<file path="src/rtl/ptw_req_arbiter_if.sv">
// ptw_req_arbiter_if
// Bundles the TLB-miss, walker-handshake, completion and perf-counter signals
// between the PTW request arbiter and its surroundings (I-TLB, D-TLB, walker,
// perf-counter block).
//
// Parameters:
//   VLEN  - virtual address width (Sv32 => 32)
//   CNT_W - width of each saturating walk counter
//
// Modports:
//   master - the arbiter's view (drives the walk request, done pulses, counters)
//   slave  - the environment's view (TLBs and walker)
//
// Signals (direction given from the arbiter's side):
//   flush_i            in   sfence.vma / mode-change flush
//   itlb_miss_i        in   I-TLB miss level, held until itlb_done_o or flush
//   itlb_vaddr_i       in   I-TLB miss address
//   dtlb_miss_i        in   D-TLB miss level, held until dtlb_done_o or flush
//   dtlb_vaddr_i       in   D-TLB miss address
//   dtlb_is_store_i    in   D-TLB miss caused by a store/AMO
//   ptw_req_valid_o    out  walk request valid
//   ptw_req_ready_i    in   walker accepts request
//   ptw_req_vaddr_o    out  captured miss address
//   ptw_req_is_instr_o out  1 = instruction walk
//   ptw_req_is_store_o out  store walk (0 for instruction walks)
//   ptw_done_i         in   walk finished, single-cycle pulse
//   ptw_error_i        in   qualifies ptw_done_i: page/access fault
//   itlb_done_o        out  completion pulse to the I-TLB
//   dtlb_done_o        out  completion pulse to the D-TLB
//   done_error_o       out  ptw_error_i while a done pulse is high, else 0
//   ptw_busy_o         out  arbiter not idle
//   itlb_walk_cnt_o    out  accepted I-walks, saturating
//   dtlb_walk_cnt_o    out  accepted D-walks, saturating
interface ptw_req_arbiter_if #(
  parameter int VLEN  = 32,
  parameter int CNT_W = 16
);

  logic             flush_i;
  logic             itlb_miss_i;
  logic [VLEN-1:0]  itlb_vaddr_i;
  logic             dtlb_miss_i;
  logic [VLEN-1:0]  dtlb_vaddr_i;
  logic             dtlb_is_store_i;
  logic             ptw_req_valid_o;
  logic             ptw_req_ready_i;
  logic [VLEN-1:0]  ptw_req_vaddr_o;
  logic             ptw_req_is_instr_o;
  logic             ptw_req_is_store_o;
  logic             ptw_done_i;
  logic             ptw_error_i;
  logic             itlb_done_o;
  logic             dtlb_done_o;
  logic             done_error_o;
  logic             ptw_busy_o;
  logic [CNT_W-1:0] itlb_walk_cnt_o;
  logic [CNT_W-1:0] dtlb_walk_cnt_o;

  modport master (
    input  flush_i,
    input  itlb_miss_i,
    input  itlb_vaddr_i,
    input  dtlb_miss_i,
    input  dtlb_vaddr_i,
    input  dtlb_is_store_i,
    output ptw_req_valid_o,
    input  ptw_req_ready_i,
    output ptw_req_vaddr_o,
    output ptw_req_is_instr_o,
    output ptw_req_is_store_o,
    input  ptw_done_i,
    input  ptw_error_i,
    output itlb_done_o,
    output dtlb_done_o,
    output done_error_o,
    output ptw_busy_o,
    output itlb_walk_cnt_o,
    output dtlb_walk_cnt_o
  );

  modport slave (
    output flush_i,
    output itlb_miss_i,
    output itlb_vaddr_i,
    output dtlb_miss_i,
    output dtlb_vaddr_i,
    output dtlb_is_store_i,
    input  ptw_req_valid_o,
    output ptw_req_ready_i,
    input  ptw_req_vaddr_o,
    input  ptw_req_is_instr_o,
    input  ptw_req_is_store_o,
    output ptw_done_i,
    output ptw_error_i,
    input  itlb_done_o,
    input  dtlb_done_o,
    input  done_error_o,
    input  ptw_busy_o,
    input  itlb_walk_cnt_o,
    input  dtlb_walk_cnt_o
  );

endinterface

</file>
<file path="src/rtl/ptw_req_arbiter.sv">
// ptw_req_arbiter
// Arbitrates I-TLB and D-TLB miss requests onto the single Sv32 page-table
// walker. One walk is in flight at a time; ties are broken round-robin, the
// grant is held until the walker reports completion, and a flush abandons any
// pending or in-flight walk (an already-accepted walk is drained silently).
// Saturating per-source counters of accepted walks feed the perf counters.
//
// Parameters:
//   VLEN  - virtual address width; must match the interface instance
//   CNT_W - walk counter width; must match the interface instance
//
// Ports:
//   clk_i  - clock
//   rst_ni - asynchronous active-low reset
//   bus    - ptw_req_arbiter_if.master (TLB misses, walker handshake,
//            completion pulses, busy flag and walk counters)
module ptw_req_arbiter #(
  parameter int VLEN  = 32,
  parameter int CNT_W = 16
) (
  input  logic                  clk_i,
  input  logic                  rst_ni,
  ptw_req_arbiter_if.master     bus
);

  typedef enum logic [1:0] {
    IDLE  = 2'd0,
    REQ   = 2'd1,
    WALK  = 2'd2,
    DRAIN = 2'd3
  } state_e;

  localparam logic [CNT_W-1:0] CNT_MAX = '1;

  state_e           state_q;
  logic             last_is_instr_q;
  logic             is_instr_q;
  logic             is_store_q;
  logic             valid_q;
  logic             busy_q;
  logic [VLEN-1:0]  vaddr_q;
  logic [CNT_W-1:0] itlb_cnt_q;
  logic [CNT_W-1:0] dtlb_cnt_q;

  logic             grant_instr;
  logic             walk_done;

  // I wins when it is the only requester, or on a tie when D went last.
  assign grant_instr = bus.itlb_miss_i &
                       (~bus.dtlb_miss_i | ~last_is_instr_q);

  // valid/busy are registered alongside the state so they always equal
  // (state==REQ) and (state!=IDLE) without decoding the state on the output.
  always_ff @(posedge clk_i or negedge rst_ni) begin
    if (!rst_ni) begin
      state_q         <= IDLE;
      last_is_instr_q <= 1'b1;
      is_instr_q      <= 1'b0;
      is_store_q      <= 1'b0;
      valid_q         <= 1'b0;
      busy_q          <= 1'b0;
      vaddr_q         <= '0;
      itlb_cnt_q      <= '0;
      dtlb_cnt_q      <= '0;
    end else begin
      case (state_q)
        IDLE: begin
          if (!bus.flush_i && (bus.itlb_miss_i || bus.dtlb_miss_i)) begin
            state_q    <= REQ;
            valid_q    <= 1'b1;
            busy_q     <= 1'b1;
            is_instr_q <= grant_instr;
            is_store_q <= ~grant_instr & bus.dtlb_is_store_i;
            vaddr_q    <= grant_instr ? bus.itlb_vaddr_i : bus.dtlb_vaddr_i;
          end
        end

        REQ: begin
          if (bus.ptw_req_ready_i) begin
            // Accepted by the walker: it counts even if a flush arrives in
            // the same cycle, in which case the result is drained unseen.
            valid_q         <= 1'b0;
            last_is_instr_q <= is_instr_q;
            state_q         <= bus.flush_i ? DRAIN : WALK;
            if (is_instr_q) begin
              if (itlb_cnt_q != CNT_MAX) itlb_cnt_q <= itlb_cnt_q + 1'b1;
            end else begin
              if (dtlb_cnt_q != CNT_MAX) dtlb_cnt_q <= dtlb_cnt_q + 1'b1;
            end
          end else if (bus.flush_i) begin
            state_q <= IDLE;
            valid_q <= 1'b0;
            busy_q  <= 1'b0;
          end
        end

        WALK: begin
          if (bus.ptw_done_i) begin
            state_q <= IDLE;
            busy_q  <= 1'b0;
          end else if (bus.flush_i) begin
            state_q <= DRAIN;
          end
        end

        DRAIN: begin
          // Flush is irrelevant here: the walk is already abandoned.
          if (bus.ptw_done_i) begin
            state_q <= IDLE;
            busy_q  <= 1'b0;
          end
        end

        default: begin
          state_q <= IDLE;
          valid_q <= 1'b0;
          busy_q  <= 1'b0;
        end
      endcase
    end
  end

  // Completion is forwarded combinationally; a flush in the done cycle
  // suppresses it because the requester is about to drop the miss anyway.
  assign walk_done = (state_q == WALK) & bus.ptw_done_i & ~bus.flush_i;

  assign bus.itlb_done_o        = walk_done & is_instr_q;
  assign bus.dtlb_done_o        = walk_done & ~is_instr_q;
  assign bus.done_error_o       = walk_done & bus.ptw_error_i;

  assign bus.ptw_req_valid_o    = valid_q;
  assign bus.ptw_busy_o         = busy_q;
  assign bus.ptw_req_vaddr_o    = vaddr_q;
  assign bus.ptw_req_is_instr_o = is_instr_q;
  assign bus.ptw_req_is_store_o = is_store_q;
  assign bus.itlb_walk_cnt_o    = itlb_cnt_q;
  assign bus.dtlb_walk_cnt_o    = dtlb_cnt_q;

  // The walker may only report completion for a walk it has accepted.
  a_done_only_when_walking: assert property (
    @(posedge clk_i) disable iff (!rst_ni)
    bus.ptw_done_i |-> (state_q == WALK || state_q == DRAIN)
  );

endmodule

</file>
<file path="src/flat_wrapper.sv">
// flat-port wrapper written by rule: the top's interface ports become plain ports
module ptw_req_arbiter_flat 
#(
  parameter int VLEN  = 32,
  parameter int CNT_W = 16
)
  (clk_i, rst_ni, bus_flush_i, bus_itlb_miss_i, bus_itlb_vaddr_i, bus_dtlb_miss_i, bus_dtlb_vaddr_i, bus_dtlb_is_store_i, bus_ptw_req_valid_o, bus_ptw_req_ready_i, bus_ptw_req_vaddr_o, bus_ptw_req_is_instr_o, bus_ptw_req_is_store_o, bus_ptw_done_i, bus_ptw_error_i, bus_itlb_done_o, bus_dtlb_done_o, bus_done_error_o, bus_ptw_busy_o, bus_itlb_walk_cnt_o, bus_dtlb_walk_cnt_o);
  ptw_req_arbiter_if #(.VLEN(VLEN), .CNT_W(CNT_W)) bus_i ();
  input  logic clk_i;
  input  logic rst_ni;
  input wire logic [$bits(bus_i.flush_i)-1:0] bus_flush_i;
  input wire logic [$bits(bus_i.itlb_miss_i)-1:0] bus_itlb_miss_i;
  input wire logic [$bits(bus_i.itlb_vaddr_i)-1:0] bus_itlb_vaddr_i;
  input wire logic [$bits(bus_i.dtlb_miss_i)-1:0] bus_dtlb_miss_i;
  input wire logic [$bits(bus_i.dtlb_vaddr_i)-1:0] bus_dtlb_vaddr_i;
  input wire logic [$bits(bus_i.dtlb_is_store_i)-1:0] bus_dtlb_is_store_i;
  output wire logic [$bits(bus_i.ptw_req_valid_o)-1:0] bus_ptw_req_valid_o;
  input wire logic [$bits(bus_i.ptw_req_ready_i)-1:0] bus_ptw_req_ready_i;
  output wire logic [$bits(bus_i.ptw_req_vaddr_o)-1:0] bus_ptw_req_vaddr_o;
  output wire logic [$bits(bus_i.ptw_req_is_instr_o)-1:0] bus_ptw_req_is_instr_o;
  output wire logic [$bits(bus_i.ptw_req_is_store_o)-1:0] bus_ptw_req_is_store_o;
  input wire logic [$bits(bus_i.ptw_done_i)-1:0] bus_ptw_done_i;
  input wire logic [$bits(bus_i.ptw_error_i)-1:0] bus_ptw_error_i;
  output wire logic [$bits(bus_i.itlb_done_o)-1:0] bus_itlb_done_o;
  output wire logic [$bits(bus_i.dtlb_done_o)-1:0] bus_dtlb_done_o;
  output wire logic [$bits(bus_i.done_error_o)-1:0] bus_done_error_o;
  output wire logic [$bits(bus_i.ptw_busy_o)-1:0] bus_ptw_busy_o;
  output wire logic [$bits(bus_i.itlb_walk_cnt_o)-1:0] bus_itlb_walk_cnt_o;
  output wire logic [$bits(bus_i.dtlb_walk_cnt_o)-1:0] bus_dtlb_walk_cnt_o;
  assign bus_i.flush_i = bus_flush_i;
  assign bus_i.itlb_miss_i = bus_itlb_miss_i;
  assign bus_i.itlb_vaddr_i = bus_itlb_vaddr_i;
  assign bus_i.dtlb_miss_i = bus_dtlb_miss_i;
  assign bus_i.dtlb_vaddr_i = bus_dtlb_vaddr_i;
  assign bus_i.dtlb_is_store_i = bus_dtlb_is_store_i;
  assign bus_ptw_req_valid_o = bus_i.ptw_req_valid_o;
  assign bus_i.ptw_req_ready_i = bus_ptw_req_ready_i;
  assign bus_ptw_req_vaddr_o = bus_i.ptw_req_vaddr_o;
  assign bus_ptw_req_is_instr_o = bus_i.ptw_req_is_instr_o;
  assign bus_ptw_req_is_store_o = bus_i.ptw_req_is_store_o;
  assign bus_i.ptw_done_i = bus_ptw_done_i;
  assign bus_i.ptw_error_i = bus_ptw_error_i;
  assign bus_itlb_done_o = bus_i.itlb_done_o;
  assign bus_dtlb_done_o = bus_i.dtlb_done_o;
  assign bus_done_error_o = bus_i.done_error_o;
  assign bus_ptw_busy_o = bus_i.ptw_busy_o;
  assign bus_itlb_walk_cnt_o = bus_i.itlb_walk_cnt_o;
  assign bus_dtlb_walk_cnt_o = bus_i.dtlb_walk_cnt_o;
  ptw_req_arbiter #(.VLEN(VLEN), .CNT_W(CNT_W)) u_core (.clk_i(clk_i), .rst_ni(rst_ni), .bus(bus_i));
endmodule
</file>
<file path="config.mk">
export PLATFORM = sky130hd
export DESIGN_NAME = ptw_req_arbiter_flat
export DESIGN_NICKNAME = d
export VERILOG_FILES = /design/src/rtl/ptw_req_arbiter_if.sv /design/src/rtl/ptw_req_arbiter.sv /design/src/flat_wrapper.sv
export SDC_FILE = /design/constraint.sdc
export NUM_CORES = 1
export LEC_CHECK = 0
export CAP_MARGIN = 15
export CORE_MARGIN = 3
export CORE_UTILIZATION = 43
export DETAILED_ROUTE_END_ITERATION = 8
export PLACE_DENSITY = 0.9
export SLEW_MARGIN = 20
export SYNTH_ARGS = -nofsm -noshare
export SYNTH_HDL_FRONTEND = slang
export SYNTH_SLANG_ARGS = --single-unit
</file>
<file path="constraint.sdc">
create_clock -name clk_i -period 2.5 [get_ports clk_i]
set_clock_uncertainty 0.15 [all_clocks]
set_input_delay 0.75 -clock clk_i [delete_from_list [all_inputs] [get_ports clk_i]]
set_output_delay 0.75 -clock clk_i [all_outputs]
set_load 0.01 [all_outputs]
</file>
==> results of run 1 <==
state kept, by name, summed over array words and instances (netlist names):
signal                         cells
u_core.bus.dtlb_walk_cnt_o        16
u_core.bus.itlb_walk_cnt_o        16
u_core.bus.ptw_busy_o              1
u_core.bus.ptw_req_is_instr_o      1
u_core.bus.ptw_req_is_store_o      1
u_core.bus.ptw_req_vaddr_o        32
u_core.bus.ptw_req_valid_o         1
u_core.last_is_instr_q             1
u_core.state_q                     2
worst max-delay path by stage:
stage / endpoint / from / cells after the start / slack [ps]
2_1_floorplan: bus_done_error_o / bus_flush_i / 2 / 240
3_3_place_gp: bus_itlb_done_o / bus_ptw_done_i / 5 / -560
3_5_place_dp: bus_dtlb_done_o / bus_ptw_done_i / 5 / -620
4_1_cts: bus_done_error_o / bus_ptw_error_i / 3 / 70
5_1_grt: bus_dtlb_done_o / bus_ptw_done_i / 5 / 9
6_report: bus_dtlb_done_o / bus_ptw_done_i / 5 / 70
worst reg2reg max path, cell delays in order, from the launching register on:
cell     delay, ps
dfrtp_1        430
ha_1           190
nand3_1        150
nor4_1         450
buf_4          240
nor2_1          70
mux2_2         260
layout make-up:
cell class | count | area (µm²)
Fill cell | 540 | 2200
Sequential cell | 71 | 1780
Timing Repair Buffer | 161 | 1580
Multi-Input combinational cell | 225 | 1520
Clock buffer | 11 | 131
Tap cell | 99 | 124
Clock inverter | 4 | 47.5
Inverter | 6 | 22.5
per-layer routing:
metal | share of wire | vias up | routed length, µm
met4 | 0.0098 | 0 | 82
met2 | 0.50 | 113 | 4150
met5 | 0 | - | 0
li1 | - | 1437 | -
met3 | 0.085 | 10 | 713
met1 | 0.41 | 1380 | 3430
kinds of logic after synthesis:
| kind of cell | after synthesis |
|---|---|
| AO/OA/AOI/OAI | 45 |
| XOR/XNOR | 29 |
| adder cells (fa/ha/maj) | 2 |
| buffers and inverters | 23 |
| flip-flops | 71 |
| multiplexers | 35 |
| AND/OR/NAND/NOR | 114 |
metrics by stage:
step	setup TNS [ps]	instances	setup slack, ps	power, mW
global placement	-9680	562	-558	3.51
finish	0	577	72.9	4.41
floorplan	0	319	239	2.52
CTS	0	577	73.2	4.46
global route	0	577	9.07	4.69
detailed placement	-12080	562	-615	3.59
cell usage after synthesis, types with 2 or more instances:
master and instances:
nand2b_1 2, o21ai_0 40, nor4_1 12, nand4_1 9
clkbuf_1 8, xor2_1 23, mux2i_1 32, o311a_1 2
nand2_1 46, ha_1 2, nor3_1 8, inv_1 6
buf_2 6, nor2_1 11, nand3_1 9, mux2_2 2
nor3b_1 2, dfrtp_1 70, or3_1 2, xnor2_1 6
nor4b_1 3
what timing repair did:
action | 4_1_cts | 5_1_grt
setup endpoints to repair | 3 | 0
gates resized for setup | 20 | 0
hold buffers | 0 | 0
power by group through the flow:
stage | Clock, mW | Combinational [mW] | Sequential [mW]
3_5_place_dp | 0 | 1.77 | 1.82
5_1_grt | 0.930 | 1.90 | 1.86
6_report | 0.858 | 1.75 | 1.80
2_1_floorplan | 0 | 0.601 | 1.92
3_3_place_gp | 0 | 1.73 | 1.79
4_1_cts | 0.875 | 1.78 | 1.80
==> impl_metrics.tcl, run 1 <==
set metrics [dict create \
    clk_path_buf_depth 2 \
    clock_latency_ps 330 \
    p_seq_frac 0.409 \
    synth_nets 394 \
    p_clk_frac 0.194 \
    crit_buf_inv 3 \
    layout_commonest_cell "clkdlybuf4s50_1" \
    crit_path_cell_trace "dlygate4sd2_1 > nand2_1 > buf_4 > nor4_2 > buf_2" \
    drc 0 \
    core_area_um2 7410 \
    crit_type "primary input to primary output" \
    postRouteAntennaNets 0 \
    grt_use_met2 0.324 \
    synth_top_area_cell "dfrtp_1" \
    ys.flop_type "dfrtp_1" \
    cts.sinks 71 \
    root_buffer "clkbuf_8" \
    async_flop_share 1.00 \
    irDropWorstVdd_mv 0.433 \
    synthDistinctLibCells 39 \
    vias_per_cell 5.10 \
    worst_slew_pin_slew_ps 473 \
    synth_edf_count 0 \
    avgRoutedWirePerCell_um 14.5 \
    die_area_um2 8930 \
    drt_iter0_drc 49 \
    clock.fmax_mhz 412 \
    grt_pass1_vias 2840 \
    cpPeakStageDelay_ps 220 \
    cp-end-kind "primary output" \
    fin_util 0.702 \
    synth_top_area_share 0.520 \
    muxShareOfSynthArea 0.105 \
    cts_tree "done" \
    synth_compound_area_frac 0.0709 \
    syn2layout_area_growth_pct 54.4 \
    fin_area_um2 5200 \
    fin_crit_ps 2430 \
    max_slew_margin 0.682 \
    vias 2940 \
    fp.dieW_um 94.5 \
    rows 31 \
    finalCritPeriodShare 0.971 \
    p_leak_nw 2.35 \
    arrival_ps 1530 \
    start_util 0.455 \
    portBuffers 143 \
    grt_pass1_wl_mm 13.5 \
    synthXorXnorAreaFrac 0.0754 \
    grtUsageTotal 0.193 \
    ff2ff_path_depth 6 \
    grt.busiest_layer "met2" \
    drive_gt1_frac 0.103 \
    synthTopCellsByArea "dfrtp_1 52%, mux2i_1 9.5%, xor2_1 6.0%" \
    post_cts_buffers 0 \
    htree_levels 3 \
    firstDrtPassIters 4 \
    switchingPower_mw 1.46 \
    outcome "complete, no violations" \
    slowest_stage "dlygate4sd2_1" \
    syn_area_um2 3370 \
    wl_mm 8.37 \
    antenna_found_initial 0 \
    fin_nets 549 \
    syn_area_per_cell_um2 10.6 \
    synth_cells 319 \
    crit_family "buffers and inverters" \
    reg2reg_setup_slack_ps 460 \
    dp.final_hpwl_mm 6.38 \
    grt_use_met3 0.0661 \
    diodes 0 \
    path_clk_slew_ps 70 \
    routabilityCongestion 0.860 \
    io_pins 144 \
    powerDensity_nw_per_um2 848 \
    grt-ovfl-total 0 \
    rr_startpoint "u_core.bus.dtlb_walk_cnt_o[0]" \
    synth_simple_gate_area_frac 0.182 \
    worstReg2RegEnd "u_core.bus.dtlb_walk_cnt_o[1]" \
    synth-seq-area-share 0.528 \
    ys.warnings.count 0 \
    setup_viol 0 \
    rsz0062_at_grt "false" \
    worstPathMaxFanout 3 \
    min_path_type "primary input to async pin" \
    dieHeight_um 94.5 \
    worstSetupStartpointType "primary input" \
    cts_buffers 9 \
    required_ps 1600 \
    synth_seq_cells 71 \
    grt_max_degree 69 \
    grt.met1_usage 0.235 \
    combPwrFrac 0.396 \
    whs_ps 182 \
    p_int_mw 2.95 \
    final_cell_mix "137 x clkdlybuf4s50_1, 70 x dfrtp_1, 46 x nand2_1, 40 x o21ai_0, 32 x mux2i_1" \
    max-cap-violations 0 \
    synthAdderAreaFrac 0.00743 \
    synth_top_family_by_area "simple AND/OR/NAND/NOR gates" \
    hold_viol_final 0 \
    swShare 0.330 \
    dpl_cell_area_um2 5020 \
    slew_viol_final 0 \
]
No activity file was read; power rests on OpenSTA's default activity.
==> run 2, diff against run 1 <==
Settings changed: CTS_CLUSTER_DIAMETER set to 80.
==> results of run 2 <==
Final layout, timing and power as in run 1 (identical DEF).
==> run 3, diff against run 2 <==
Settings changed: SLEW_MARGIN 20 to 5.
==> results of run 3 <==
Final layout, timing and power as in run 1 (identical DEF).
==> variant: new RTL, settings of run 1 <==
Reset style: synchronous (`rst_ni`), changed in one clocked block. Comments in the files are not updated.
--- a/src/rtl/ptw_req_arbiter.sv
+++ b/src/rtl/ptw_req_arbiter.sv
@@ -52,5 +52,5 @@
   // valid/busy are registered alongside the state so they always equal
   // (state==REQ) and (state!=IDLE) without decoding the state on the output.
-  always_ff @(posedge clk_i or negedge rst_ni) begin
+  always_ff @(posedge clk_i) begin
     if (!rst_ni) begin
       state_q         <= IDLE;
Check against the original RTL: differs if rst_ni is asserted again (counterexample within 4 cycles, from zero or initial values and one cycle with rst_ni low); with rst_ni held inactive, the same outputs for 10 cycles.
==> variant against run 1 <==
Synthesized area grew 1.1%; fmax shrank 2.1%; non-clock buffer count grew 14; utilization grew 1.2 points; final area grew 2.8%; worst setup slack lost 0.052 ns; sequential cell count is the same; synthesized cell count grew 20%; routed wire length grew 19%; count of clock-buffer cells in the layout shrank 2.
Power is not compared: it rests on default switching activity, and its combinational part moved more than twofold at a synthesized area within 25%.
==> variant: results (changes against run 1) <==
clock-pin slew on the worst setup and hold paths 0.08 ns; worst r2r src u_core.state_q[1]; Port Buffers 143 (unchanged); Synth top cells by count 71 x dfxtp_1, 35 x mux2i_1, 35 x nor2_1; nature of the critical path startpoint input pin; routed len/inst 15.5 um (+6.7%); Setup crit start bus_ptw_req_ready_i; status finished clean; worst-skew pair later-pin latency 0.34 ns; drt pass-1 iters 4 (unchanged); post-route insts no fill 646 (+12%); antenna violations before repair 0 (unchanged); Root Driver clkbuf_8; Slew headroom 53.4% (-15 points); layout cells sized above 1 12.2% (+2.0 points); GRT Resource Usage Total 22.3% (+2.9 points); Hold/Removal Path Class reg2reg; crit-path max FO 6 (+3); # H-tree levels 3 (unchanged); Longest Clk Path Bufs 2 (unchanged); Final GP Congestion 0.853 (-0.80%); NumNets Final 617 (+12%); total CTS buffers 9 (unchanged); n_diodes 0 (unchanged); vias in the first global route 3,541 (+25%); LEAKAGE 1.85 nW; Synth Warn # 0 (unchanged); largest net degree at the start of global routing 35 (-49%); Syn Inst Count 383 (+20%); Async S/R FF share, synth 0% (-100 points); max FFs per register 32 (unchanged); placed cells 630 (+12%); Seq/Total Area, Yosys 41.7% (-11 points); first-pass GRT wire length 16,100 um (+19%); Detailed Route Iter0 Violations 89 (+82%); number of library cell types mapped by synthesis 46 (+18%); Crit path arrival time 2.60 ns (+1.07 ns); Hold Crit Start u_core.bus.ptw_req_is_store_o; worst vdd ir 0.000329 V; synth top area cells dfxtp_1 42%, mux2i_1 10%, a211oi_1 7.1%; Mapped Nets 458 (+16%); hpwl dp 7740 um (+21%); DR vias/cell 5.55 (+9.0%)
==> variant: cell count changes after synthesis, moves of 9 or more <==
cell / change
nand2_1: -23
nor2_1: +24
o31ai_1: +15
a211oi_1: +32
a21oi_1: +29
o21ai_0: -29
dfxtp_1: +71
dfrtp_1: -70
or4_1: +15
nor4_1: -9
xor2_1: -23
==> variant: worst max-delay path: stages <==
cell	delay (ns)
clkdlybuf4s50_1	0.56
nand3b_4	0.09
or4_4	0.57
or4_1	0.48
a21oi_1	0.15
==> variant: power breakdown <==
part           switching [W]  internal [W]  total [W]
Sequential         0.0000340       0.00119    0.00122
Clock               0.000467      0.000370   0.000837
Combinational       0.000227      0.000313   0.000540
Total               0.000728       0.00187    0.00260
==> variant: cell families (layout without fill, tap and decap cells) <==
logic type / after synthesis / in the layout / synth area share, %
compound gates: 103 / 103 / 19.9
buf+inv: 31 / 195 / 3.97
fa+ha+maj: 2 / 2 / 0.734
flops: 71 / 71 / 41.7
mux: 35 / 35 / 10.3
xor+xnor: 2 / 2 / 0.514
simple gates: 139 / 139 / 22.8
==> variant: cell type report <==
class	count	area, um^2
Fill cell	529	2130
Multi-Input combinational cell	281	1890
Timing Repair Buffer	175	1720
Sequential cell	71	1420
Clock buffer	9	124
Tap cell	99	124
Clock inverter	7	55.1
Inverter	4	15.0
==> variant: repair_timing <==
item                       4_1_cts  5_1_grt
gates resized for setup         21        2
setup endpoints to repair        4        3
buffers inserted                 0        0
pin swaps                        2        1
hold buffers                     0        0
==> variant: metal layers <==
layer | track usage (%) | up-vias | wire, um
met2 | 38.6 | 135 | 5140
met1 | 25.3 | 1658 | 3860
met5 | 0 | - | 0
met3 | 7.89 | 23 | 747
met4 | 7.81 | 0 | 242
li1 | - | 1772 | -
==> variant: final timing paths <==
kind	cells after the start	slack, ns	end
worst max-delay path	5	0.02	u_core.bus.itlb_walk_cnt_o[15]
worst min-delay path	2	0.31	u_core.bus.ptw_req_is_store_o
worst max register to register	5	0.44	u_core.bus.itlb_walk_cnt_o[15]
worst min register to register	2	0.31	u_core.bus.ptw_req_is_store_o
==> variant: stage by stage <==
step                instance area (um^2)  hold slack [ns]  total power [W]  setup WS [ns]  setup TNS [ns]
floorplan                           3410            0.285          0.00146          0.138               0
global placement                    5160            0.300          0.00177         -0.632           -8.08
detailed placement                  5160            0.310          0.00179         -0.683          -11.49
CTS                                 5340            0.322          0.00262         0.0448               0
global route                        5350            0.365          0.00272        0.00129               0
finish                              5350            0.311          0.00260         0.0212               0
